--- config.mk ---
export PLATFORM = sky130hd
export DESIGN_NAME = quar_request_ctrl
export DESIGN_NICKNAME = d
export VERILOG_FILES = /design/src/rtl/quar_request_ctrl.sv
export SDC_FILE = /design/constraint.sdc
export NUM_CORES = 1
export LEC_CHECK = 0
export ABC_AREA = 1
export CORE_MARGIN = 2
export CORE_UTILIZATION = 60
export CTS_CLUSTER_DIAMETER = 40
export DETAILED_ROUTE_END_ITERATION = 12
export PLACE_DENSITY = 0.92
export SLEW_MARGIN = 20
export SYNTH_ARGS = -nofsm -noshare
export SYNTH_HDL_FRONTEND = slang
export SYNTH_SLANG_ARGS = --single-unit
--- constraint.sdc ---
create_clock -name CLOCK -period 3.5 [get_ports CLOCK]
set_clock_uncertainty 0.1 [all_clocks]
set_input_delay 0.875 -clock CLOCK [delete_from_list [all_inputs] [get_ports CLOCK]]
set_output_delay 0.875 -clock CLOCK [all_outputs]
set_load 0.02 [all_outputs]
--- src/rtl/quar_request_ctrl.sv ---
// Button-to-QUAR front end: 2-FF synchronisers, debouncer, press-edge detector and handshake FSM.
// Optional QUAR_COUNT_EN macro builds a saturating completed-quarantine counter on quar_count.
module quar_request_ctrl #(
  parameter int DEBOUNCE_CYCLES = 500000,
  parameter int CNT_W           = 20
) (
  input  logic       CLOCK,
  input  logic       RESET,
  input  logic       btnC,
  input  logic       resetQUAR,
  output logic       QUAR,
  output logic       resetFLAG,
  output logic [1:0] state,
  output logic [7:0] quar_count
);

  typedef enum logic [1:0] {
    IDLE   = 2'd0,
    ACTIVE = 2'd1,
    ACK    = 2'd2,
    DONE   = 2'd3
  } st_t;

  localparam logic [CNT_W-1:0] CNT_LAST = CNT_W'(DEBOUNCE_CYCLES - 1);

  st_t             st;
  logic            btn_m;
  logic            btn_s;
  logic            rq_m;
  logic            rq_s;
  logic [CNT_W-1:0] cnt;
  logic            db;
  logic            db_d;
  logic            press;

  always_ff @(posedge CLOCK) begin
    if (RESET) begin
      btn_m <= 1'b0;
      btn_s <= 1'b0;
      rq_m  <= 1'b0;
      rq_s  <= 1'b0;
    end else begin
      btn_m <= btnC;
      btn_s <= btn_m;
      rq_m  <= resetQUAR;
      rq_s  <= rq_m;
    end
  end

  // A level change is accepted only after it has persisted for DEBOUNCE_CYCLES consecutive edges.
  always_ff @(posedge CLOCK) begin
    if (RESET) begin
      cnt  <= '0;
      db   <= 1'b0;
      db_d <= 1'b0;
    end else begin
      db_d <= db;
      if (btn_s == db) begin
        cnt <= '0;
      end else if (cnt == CNT_LAST) begin
        db  <= btn_s;
        cnt <= '0;
      end else begin
        cnt <= cnt + 1'b1;
      end
    end
  end

  assign press = db & ~db_d;

  always_ff @(posedge CLOCK) begin
    if (RESET) begin
      st        <= IDLE;
      QUAR      <= 1'b0;
      resetFLAG <= 1'b0;
    end else begin
      case (st)
        IDLE: begin
          if (press) begin
            st   <= ACTIVE;
            QUAR <= 1'b1;
          end
        end
        ACTIVE: begin
          // End-of-countdown request takes priority over a coincident press.
          if (rq_s) begin
            st        <= ACK;
            QUAR      <= 1'b0;
            resetFLAG <= 1'b1;
          end
        end
        ACK: begin
          if (!rq_s) begin
            st <= DONE;
          end
        end
        DONE: begin
          if (press) begin
            st        <= ACTIVE;
            QUAR      <= 1'b1;
            resetFLAG <= 1'b0;
          end
        end
        default: begin
          st        <= IDLE;
          QUAR      <= 1'b0;
          resetFLAG <= 1'b0;
        end
      endcase
    end
  end

  assign state = st;

`ifdef QUAR_COUNT_EN
  logic [7:0] qcnt;

  always_ff @(posedge CLOCK) begin
    if (RESET) begin
      qcnt <= 8'd0;
    end else if (st == ACTIVE && rq_s && qcnt != 8'd255) begin
      qcnt <= qcnt + 8'd1;
    end
  end

  assign quar_count = qcnt;
`else
  assign quar_count = 8'd0;
`endif

endmodule
==> flow_summary.json <==
{
  "outcome": "finished clean",
  "grt_pass1_wl_mm": 5.44,
  "slowest_delay_ns": 0.65,
  "hold_path_depth": 2,
  "pwr-share-seq": 0.558,
  "drc": 0,
  "n_fill_cell": 207,
  "cts.sinks": 30,
  "multi_input_area_um2": 880,
  "crit_path_start_kind": "flip-flop",
  "finalCritPeriodShare": 0.682,
  "netlist_area_um2": 1650,
  "synth.most_common_cell": "nor2_1",
  "place_congestion": 0.907,
  "antenna_found_initial": 0,
  "dieWidth_um": 56.4,
  "synth_compound_area_frac": 0.0638,
  "clock_latency_ns": 0.33,
  "overflow": 0,
  "hpwl_mm": 2.28,
  "holdBufCountCts": 0,
  "regToRegStartpoint": "state[0]",
  "slowest_stage": "clkdlybuf4s50_1",
  "synth_mux_area_frac": 0,
  "power.leakage_nw": 0.577,
  "start_util": 0.647,
  "ys_ff_latch": 30,
  "holdCritPathClass": "flip-flop to flip-flop",
  "max-cap-violations": 0,
  "rows": 18,
  "h-tree-depth": 2,
  "cp_num_buf_inv": 1,
  "synth_xor_area_frac": 0.0426,
  "synth_edf_count": 0,
  "path_max_fanout": 6,
  "grt_pass1_vias": 1303,
  "portBuffers": 7,
  "fin_nets": 251,
  "crit_family": "buffers and inverters",
  "hold_end": "btn_s",
  "power_density_nw_per_um2": 348,
  "synth_top_family_by_area": "simple AND/OR/NAND/NOR gates",
  "path_class": "flip-flop to output pin",
  "rrSetupSlack_ns": 1.86,
  "synth_top_area_frac": 0.365,
  "synth_top_flop_cell": "dfxtp_1",
  "finalCriticalPeriod_ns": 2.39,
  "post-synth-top-area-cell": "dfxtp_1",
  "seq_area_frac_synth": 0.365,
  "die_area_um2": 3180,
  "insertedDiodeCount": 0,
  "cts_tree": "yes",
  "r2r_end": "state[1]",
  "ys_types": 27,
  "reg2reg_depth": 8,
  "yosys_warnings": 0,
  "cts-root-buf": "clkbuf_4",
  "avgSynthCellArea_um2": 7.13,
  "die_h_um": 56.4,
  "postCtsSetupRepairBufs": 0,
  "clkPwrFrac": 0.412,
  "dr.pass1.iters": 5,
  "synth_area_leaders": "dfxtp_1, nor2_1, nand2_1, inv_1, nand3_1",
  "io_pins": 16,
  "cts.path.max_buffers": 2,
  "design.core.area_um2": 2540,
  "track_usage": 0.218,
  "power_uw": 619,
  "drtIter0Drc": 54,
  "pre_cts_slack_ns": 1.15,
  "setup-tns-final_ns": 0,
  "rsz0062_at_grt": "no",
  "layout_setup_ws_ns": 1.11,
  "cts-resized-gates": 0,
  "ir_drop_mv": 0.390,
  "critPathArrivalTime_ns": 1.41,
  "setup-violations-final": 0,
  "switching_share": 0.215,
  "crit_chain": "clkdlybuf4s50_1",
  "netSwitchingPower_uw": 133,
  "cts.reportedPaths.clkPinSlew_ns": 0.09,
  "p_int_uw": 486,
  "finalWirelength_mm": 3.08,
  "slew_violations": 0,
  "comb_power_share": 0.030,
  "numCtsBuffers": 5,
  "worstHoldStart": "btn_m",
  "syn_to_final_growth_pct": 7.90,
  "vias": 1377,
  "grt_max_degree": 20,
  "wl_per_cell_um": 11.3,
  "finalHoldViolCount": 0,
  "crit_required_ns": 2.52,
  "regArea_um2": 601,
  "layout-drive-gt1-share": 0.148,
  "cp-end-kind": "output pin",
  "avgViaCountPerCell": 5.04,
  "ant_nets": 0,
  "synthAdderAreaFrac": 0.0380,
  "yosys.area_share.simple": 0.372,
  "syn_inst": 231,
  "yosys-top-cells-count": "nor2_1, nand2_1, dfxtp_1, inv_1, nand3_1",
  "fmax_mhz": 419,
  "async_flop_share": 0
}
-- state kept, by name (all words and copies together), names as in the netlist --
name	flops
QUAR	1
btn_m	1
btn_s	1
cnt	20
db	1
db_d	1
resetFLAG	1
rq_m	1
rq_s	1
state	2
-- layer usage --
| layer | routed length, µm | share of wire | global-route usage | up-vias |
|---|---|---|---|---|
| met3 | 161 | 0.052 | 0.0507 | 11 |
| met5 | 0 | 0 | 0 | - |
| met1 | 1450 | 0.47 | 0.288 | 603 |
| met4 | 66 | 0.021 | 0.102 | 0 |
| li1 | - | - | - | 726 |
| met2 | 1400 | 0.46 | 0.338 | 37 |
-- layout by cell type (no fill, tap or decap) --
cell type,instances
conb_1,8
nor2_4,3
nand2_1,40
or2_0,2
clkinv_2,1
nor2_1,45
xnor2_1,3
inv_1,25
nand2_4,1
nand2_2,8
o21ai_0,3
clkbuf_8,3
nor2_2,7
clkdlybuf4s50_1,7
inv_2,2
a21oi_2,2
nor3_1,1
nand3_1,13
clkinv_1,1
dfxtp_1,30
xor2_1,5
nand3_2,4
ha_1,5
a21boi_0,1
nand4_1,5
o21ai_1,1
a21oi_1,12
clkbuf_4,5
-- power groups by stage --
stage	Sequential (mW)	Clock [mW]	Combinational, mW
2_1_floorplan	0.353	0	0.0227
3_3_place_gp	0.353	0	0.0185
3_5_place_dp	0.353	0	0.0186
4_1_cts	0.345	0.261	0.0187
5_1_grt	0.345	0.279	0.0210
6_report	0.345	0.255	0.0187
-- how the worst max path moves through the flow --
stage | from | end | slack (ns) | cells after the start
finish | state[0] | state[0] | 1.11 | 1
CTS | state[0] | state[0] | 1.11 | 1
detailed placement | RESET | cnt[14] | 1.15 | 6
floorplan | RESET | cnt[11] | 1.74 | 7
global route | state[0] | state[0] | 1.05 | 1
global placement | RESET | cnt[10] | 1.22 | 6
-- per-stage QoR --
stage / instances / util / hold WS (ns) / cell area [µm²]
6_report: 273 / 0.698 / 0.304 / 1780
5_1_grt: 273 / 0.698 / 0.320 / 1780
4_1_cts: 273 / 0.698 / 0.307 / 1780
3_5_place_dp: 265 / 0.667 / 0.295 / 1700
3_3_place_gp: 265 / 0.667 / 0.290 / 1700
2_1_floorplan: 238 / - / 0.288 / 1670
-- logic make-up after synthesis --
logic type                 count (synthesis)
DFF                                       30
other                                      1
AOI/OAI and AO/OA                         19
and+or+nand+nor                          129
xor gates and xnor gates                   8
adders and majority gates                  5
buffers and inverters                     39
-- layout make-up --
type                            count  share of cell area
Tap cell                           30              0.0211
Inverter                           29              0.0620
Multi-Input combinational cell    169               0.495
Clock buffer                        8              0.0444
Timing Repair Buffer                7              0.0394
Sequential cell                    30               0.338
Note: power is estimated with default switching activity, not from simulation.
